==> src/rtl/riscv_rf_pkg.sv <==
`default_nettype none
// ============================================================================
//  Module      : riscv_rf_pkg
//  Description : Shared constants, types and helpers for the integer register
//                file and its decode/writeback neighbours.
//                  RF_DATA_W_DEF   default register width
//                  RF_NUM_REGS_DEF default architectural register count
//                  rf_aw()         register-index width for a given count
//                  rf_idx_t        register index (default geometry)
//                  rf_word_t       data word (default geometry)
//  Revision    : 1.0  initial release
// ============================================================================
package riscv_rf_pkg;

    localparam int RF_DATA_W_DEF   = 32;
    localparam int RF_NUM_REGS_DEF = 32;

    // Index width; a single register still needs one address bit.
    function automatic int rf_aw(input int n);
        return (n < 2) ? 1 : $clog2(n);
    endfunction

    typedef logic [rf_aw(RF_NUM_REGS_DEF)-1:0] rf_idx_t;
    typedef logic [RF_DATA_W_DEF-1:0]          rf_word_t;

endpackage : riscv_rf_pkg
`default_nettype wire

==> src/rtl/rf_read_port.sv <==
`default_nettype none
// ============================================================================
//  Module      : rf_read_port
//  Description : One combinational read port of the register file: storage
//                select, write-bypass priority mux, zero-register gating and
//                scoreboard busy lookup.
//  Ports       : i_addr       register to read
//                i_regs       flattened storage, reg r at [r*DATA_W +: DATA_W]
//                i_busy       scoreboard vector (bit 0 already masked if needed)
//                i_wr_ok      qualified write enables (zero-reg writes removed)
//                i_wr_addr    write addresses, port p at [p*AW +: AW]
//                i_wr_data    write data, port p at [p*DATA_W +: DATA_W]
//                i_issue_ok   qualified issue enable
//                i_issue_addr issue destination
//                o_data       read data
//                o_busy       busy bit of the addressed register
//  Revision    : 1.0  initial release
// ============================================================================
module rf_read_port
    import riscv_rf_pkg::*;
#(
    parameter int DATA_W   = RF_DATA_W_DEF,
    parameter int NUM_REGS = RF_NUM_REGS_DEF,
    parameter int NUM_WR   = 1,
    parameter int BYPASS   = 1,
    parameter int ZERO_REG = 1,
    parameter int AW       = rf_aw(NUM_REGS)
)(
    input  logic [AW-1:0]            i_addr,
    input  logic [NUM_REGS*DATA_W-1:0] i_regs,
    input  logic [NUM_REGS-1:0]      i_busy,
    input  logic [NUM_WR-1:0]        i_wr_ok,
    input  logic [NUM_WR*AW-1:0]     i_wr_addr,
    input  logic [NUM_WR*DATA_W-1:0] i_wr_data,
    input  logic                     i_issue_ok,
    input  logic [AW-1:0]            i_issue_addr,
    output logic [DATA_W-1:0]        o_data,
    output logic                     o_busy
);

    logic              w_hit;
    logic [DATA_W-1:0] w_fwd_data;

    // Ascending scan so the highest-index matching write port wins.
    always_comb begin
        w_hit      = 1'b0;
        w_fwd_data = '0;
        for (int p = 0; p < NUM_WR; p++) begin
            if (i_wr_ok[p] && (i_wr_addr[p*AW +: AW] == i_addr)) begin
                w_hit      = 1'b1;
                w_fwd_data = i_wr_data[p*DATA_W +: DATA_W];
            end
        end
    end

    always_comb begin
        o_data = i_regs[i_addr*DATA_W +: DATA_W];
        o_busy = i_busy[i_addr];
        if ((BYPASS != 0) && w_hit) begin
            o_data = w_fwd_data;
            // A new producer issued this cycle keeps the register pending
            // even though the retiring value is forwarded.
            if (!(i_issue_ok && (i_issue_addr == i_addr))) begin
                o_busy = 1'b0;
            end
        end
        if ((ZERO_REG != 0) && (i_addr == '0)) begin
            o_data = '0;
            o_busy = 1'b0;
        end
    end

endmodule : rf_read_port
`default_nettype wire

==> src/rtl/regfile_mp_sb.sv <==
`default_nettype none
// ============================================================================
//  Module      : regfile_mp_sb
//  Description : Parametrised multi-port integer register file with per-
//                register busy scoreboard and optional write-to-read bypass.
//  Ports       : clk_i        clock
//                rst_i        synchronous active-high reset
//                rd_addr_i    read addresses, port k at [k*AW +: AW]
//                rd_data_o    read data, combinational
//                rd_busy_o    busy bit of each addressed register
//                wr_en_i      write enables
//                wr_addr_i    write addresses
//                wr_data_i    write data
//                issue_en_i   mark issue_addr_i pending
//                issue_addr_i destination of the newly issued instruction
//                busy_o       full scoreboard vector
//  Revision    : 1.0  initial release
// ============================================================================
module regfile_mp_sb
    import riscv_rf_pkg::*;
#(
    parameter int DATA_W   = RF_DATA_W_DEF,
    parameter int NUM_REGS = RF_NUM_REGS_DEF,
    parameter int NUM_RD   = 2,
    parameter int NUM_WR   = 1,
    parameter int BYPASS   = 1,
    parameter int ZERO_REG = 1,
    localparam int AW      = rf_aw(NUM_REGS)
)(
    input  logic                     clk_i,
    input  logic                     rst_i,
    input  logic [NUM_RD*AW-1:0]     rd_addr_i,
    output logic [NUM_RD*DATA_W-1:0] rd_data_o,
    output logic [NUM_RD-1:0]        rd_busy_o,
    input  logic [NUM_WR-1:0]        wr_en_i,
    input  logic [NUM_WR*AW-1:0]     wr_addr_i,
    input  logic [NUM_WR*DATA_W-1:0] wr_data_i,
    input  logic                     issue_en_i,
    input  logic [AW-1:0]            issue_addr_i,
    output logic [NUM_REGS-1:0]      busy_o
);

    logic [DATA_W-1:0]          r_regs [NUM_REGS];
    logic [NUM_REGS-1:0]        r_busy;
    logic [NUM_WR-1:0]          w_wr_ok;
    logic                       w_issue_ok;
    logic [NUM_REGS*DATA_W-1:0] w_regs_flat;
    logic [NUM_REGS-1:0]        w_busy;

    // Writes and issues aimed at a hardwired zero register are dropped here,
    // so neither storage, scoreboard nor bypass ever sees them.
    always_comb begin
        w_wr_ok = '0;
        for (int p = 0; p < NUM_WR; p++) begin
            w_wr_ok[p] = wr_en_i[p] &&
                         !((ZERO_REG != 0) && (wr_addr_i[p*AW +: AW] == '0));
        end
        w_issue_ok = issue_en_i && !((ZERO_REG != 0) && (issue_addr_i == '0));
    end

    // Later iterations override earlier ones: highest write port wins.
    always_ff @(posedge clk_i) begin
        if (rst_i) begin
            for (int i = 0; i < NUM_REGS; i++) begin
                r_regs[i] <= '0;
            end
        end else begin
            for (int p = 0; p < NUM_WR; p++) begin
                if (w_wr_ok[p]) begin
                    r_regs[wr_addr_i[p*AW +: AW]] <= wr_data_i[p*DATA_W +: DATA_W];
                end
            end
        end
    end

    // Issue is applied after the write clears so a same-cycle issue to the
    // retiring register leaves it busy.
    always_ff @(posedge clk_i) begin
        if (rst_i) begin
            r_busy <= '0;
        end else begin
            for (int p = 0; p < NUM_WR; p++) begin
                if (w_wr_ok[p]) begin
                    r_busy[wr_addr_i[p*AW +: AW]] <= 1'b0;
                end
            end
            if (w_issue_ok) begin
                r_busy[issue_addr_i] <= 1'b1;
            end
        end
    end

    assign w_busy = (ZERO_REG != 0) ? {r_busy[NUM_REGS-1:1], 1'b0} : r_busy;
    assign busy_o = w_busy;

    generate
        for (genvar i = 0; i < NUM_REGS; i++) begin : g_flat
            assign w_regs_flat[i*DATA_W +: DATA_W] = r_regs[i];
        end

        for (genvar k = 0; k < NUM_RD; k++) begin : g_rd
            rf_read_port #(
                .DATA_W   (DATA_W),
                .NUM_REGS (NUM_REGS),
                .NUM_WR   (NUM_WR),
                .BYPASS   (BYPASS),
                .ZERO_REG (ZERO_REG),
                .AW       (AW)
            ) u_rd (
                .i_addr       (rd_addr_i[k*AW +: AW]),
                .i_regs       (w_regs_flat),
                .i_busy       (w_busy),
                .i_wr_ok      (w_wr_ok),
                .i_wr_addr    (wr_addr_i),
                .i_wr_data    (wr_data_i),
                .i_issue_ok   (w_issue_ok),
                .i_issue_addr (issue_addr_i),
                .o_data       (rd_data_o[k*DATA_W +: DATA_W]),
                .o_busy       (rd_busy_o[k])
            );
        end
    endgenerate

endmodule : regfile_mp_sb
`default_nettype wire
==> config.mk <==
export PLATFORM = sky130hd
export DESIGN_NAME = regfile_mp_sb
export DESIGN_NICKNAME = d
export VERILOG_FILES = /design/src/rtl/riscv_rf_pkg.sv /design/src/rtl/rf_read_port.sv /design/src/rtl/regfile_mp_sb.sv
export SDC_FILE = /design/constraint.sdc
export NUM_CORES = 2
export LEC_CHECK = 0
export BUFFER_PORTS_ARGS = -buffer_cell sky130_fd_sc_hd__buf_4
export CORE_ASPECT_RATIO = 1.75
export CORE_UTILIZATION = 47
export DETAILED_ROUTE_END_ITERATION = 8
export GPL_TIMING_DRIVEN = 0
export PLACE_DENSITY = 0.61
export REMOVE_ABC_BUFFERS = 1
export SKIP_CTS_REPAIR_TIMING = 1
export SYNTH_ARGS = -nofsm -noshare
export SYNTH_HDL_FRONTEND = slang
export SYNTH_HIERARCHICAL = 1
export SYNTH_SLANG_ARGS = --single-unit
==> constraint.sdc <==
create_clock -name clk_i -period 3.9 [get_ports clk_i]
set_clock_uncertainty 0.1 [all_clocks]
set_input_delay 0.585 -clock clk_i [delete_from_list [all_inputs] [get_ports clk_i]]
set_output_delay 0.585 -clock clk_i [all_outputs]
set_load 0.02 [all_outputs]
==> flow_summary.json <==
{
  "synth_seq_cells": 1055,
  "ios": 154,
  "cts.path.max_buffers": 3,
  "ys_seq_area_share_pct": 55.8,
  "async_reset_ff_share_pct": 0,
  "fin_crit_sh_pct": 103,
  "r2r_setup_slack_ns": 3.05,
  "syn_to_final_growth_pct": 12.3,
  "p_leak_nw": 20.9,
  "status": "finished with violations",
  "seq_power_share_pct": 49.0,
  "yosys.area.top_type_share_pct": 54.7,
  "clkTransAtPathRegs_ns": 0.07,
  "drive_above_1_share_pct": 21.6,
  "fillers": 9795,
  "drt_iter0_drc": 6014,
  "nets": 4281,
  "synth-edff-count": 1024,
  "hold_slack_ns": 0.0758,
  "grt_pass1_vias": 41100,
  "worst_slack_ns": -0.122,
  "die_h_um": 459,
  "clock_latency_ns": 0.74,
  "synth_most_common_cell": "edfxtp_1",
  "core_area_mm2": 0.118,
  "synthDistinctLibCells": 67,
  "worst_pin_slew_ns": 1.35,
  "drc": 0,
  "finalHoldViolCount": 0,
  "switching_share_pct": 27.0,
  "max_freq_mhz": 249,
  "routedWlPerCell_um": 39.1,
  "cp_data_arrival_time_ns": 3.34,
  "relSlewSlack_pct": 9.83,
  "die-area_mm2": 0.121,
  "period_minus_slack_ns": 4.02,
  "vdd_drop_max_uv": 379,
  "synth_area_mm2": 0.0562,
  "violations": "setup timing",
  "port_buffers": 152,
  "synth_top_area_cell": "edfxtp_1",
  "grtUsageTotal_pct": 35.9,
  "max-cap-violations": 0,
  "vias": 41600,
  "internal_power_w": 0.0199,
  "cts_buffers": 99,
  "yosys_warnings": 6,
  "root_buffer": "clkbuf_16",
  "synthFlopType": "edfxtp_1",
  "r2r_end": "r_busy[13]",
  "tritoncts": "built",
  "start_util_pct": 47.4,
  "htreeDepth": 3,
  "worstRegToRegCells": 2,
  "grt_pass1_wl_um": 301000,
  "grt_max_degree": 89,
  "clkPwrFrac_pct": 35.9,
  "clkSinkCount": 1055,
  "critical_path.startpoint_type": "input port",
  "regToRegStartpoint": "r_busy[13]",
  "hpwlAfterDp_um": 126000,
  "slew_violations": 0,
  "power_density_mw_per_mm2": 432,
  "postRouteAntennaNets": 0,
  "antenna_found_initial": 8,
  "min_delay_path_depth": 2,
  "hold_path_startpoint": "wr_data_i[31]",
  "required_ns": 3.21,
  "die_w_um": 263,
  "dr.pass1.iters": 6,
  "avgSynthCellArea_um2": 13.5,
  "final_util_pct": 53.3,
  "drt-total-wl_um": 228000,
  "path_max_fanout": 76,
  "synthTopCellsByArea": "edfxtp_1 (55%), mux4_2 (16%), nor2_1 (6.3%)",
  "synthCells": 4166,
  "fin_area_mm2": 0.0631,
  "combPwrFrac_pct": 15.1,
  "power_w": 0.0273,
  "whs_endpoint": "r_regs[11][31]",
  "end_kind": "output pin",
  "dpl-instance-area_mm2": 0.0590,
  "grt-ovfl-total": 0,
  "gp_congestion": 0.831,
  "yosys-top-cells-count": "edfxtp_1 (1,024), nor2_1 (946), mux4_2 (388)",
  "critPathKind": "in -> out",
  "setup_viol": 18,
  "p_sw_w": 0.00737,
  "min_path_type": "in -> reg",
  "vias_per_cell": 7.14,
  "core.rowCount": 167
}
-- placed cells by master (no fill, tap or decap), types with 13 or more instances in the layout --
cell	netlist	routed
mux4_2	388	388
nand4_1	14	14
o21ai_0	44	40
a22o_1	22	22
a221o_1	30	30
a221oi_1	48	48
clkbuf_16	0	114
mux2i_1	300	300
nor3_1	49	47
a22oi_1	110	109
a21o_4	0	20
buf_16	0	36
nor2b_1	78	70
clkinv_1	2	29
a31oi_1	32	32
inv_1	32	21
buf_12	8	32
conb_1	1	35
clkbuf_1	84	22
nor2_1	946	940
and3b_1	15	13
edfxtp_1	1024	1024
o22ai_1	84	84
nand2b_1	20	16
a21oi_1	72	71
and2_1	71	68
dfxtp_1	31	31
nand2_1	170	165
buf_4	54	171
nand3_1	25	22
nand2_2	14	15
-- layer usage --
layer	up-vias	global-route usage [%]	wire [µm]
li1	16100	-	-
met1	21000	41.6	73800
met2	3532	58.6	108000
met3	953	8.12	26500
met4	2	26.1	19300
met5	-	0	11
-- cell families (layout without fill, tap and decap cells) --
logic type,Yosys count,after routing,share of synthesized area [%]
DFF,1055,1055,55.8
other,1,41,0.00667
muxes,700,700,21.1
AOI/OAI and AO/OA,529,529,6.74
xor gates and xnor gates,20,20,0.312
buffers and inverters,390,488,4.46
and+or+nand+nor,1471,1478,11.5
-- power groups by stage --
stage / Clock (W) / Sequential, W / Combinational, W
2_1_floorplan: 0 / 0.0135 / 0.00196
3_3_place_gp: 0 / 0.0136 / 0.00383
3_5_place_dp: 0 / 0.0136 / 0.00387
4_1_cts: 0.00977 / 0.0133 / 0.00388
5_1_grt: 0.0102 / 0.0134 / 0.00419
6_report: 0.00980 / 0.0134 / 0.00413
-- worst max path at each step --
stage                       from       endpoint  slack, ns  cells past startpoint
floorplan           wr_addr_i[0]  rd_data_o[12]      -0.27                      6
global placement    rd_addr_i[0]  rd_data_o[31]      -6.77                      7
detailed placement  rd_addr_i[5]  rd_data_o[63]      -1.79                     10
CTS                 rd_addr_i[5]  rd_data_o[63]      -1.80                     10
global route        rd_addr_i[6]  rd_data_o[62]      -0.02                      7
finish              rd_addr_i[6]  rd_data_o[41]      -0.12                      8
-- cell type report --
cell class	count	area, µm²	area share, %
Clock inverter	58	531	0.841
Clock buffer	123	2600	4.12
Timing Repair Buffer	273	3540	5.60
Multi-Input combinational cell	2762	23000	36.4
Antenna cell	6	15.0	0.0238
Sequential cell	1055	31400	49.7
Tap cell	1521	1900	3.02
Inverter	34	159	0.252
-- state kept, by name, summed over array words and instances (netlist names) --
register and flops:
r_regs 1024, r_busy 31
-- through the flow --
| step | setup slack [ns] | TNS, ns | cells |
|---|---|---|---|
| after global placement | -6.77 | -4186.73 | 5517 |
| after detailed placement | -1.79 | -77.25 | 5591 |
| final | -0.122 | -0.665 | 5832 |
| after CTS | -1.80 | -64.61 | 5772 |
| after floorplan | -0.266 | -16.28 | 3844 |
| after global routing | -0.0173 | -0.0276 | 5827 |
-- worst max-delay path: stages --
cell	delay (ns)
buf_8	0.26
buf_16	0.39
nor3b_1	1.10
a22oi_1	0.26
nand2_1	0.15
a31oi_1	0.07
a21oi_1	0.22
buf_4	0.16
Note: power is estimated with default switching activity, not from simulation.
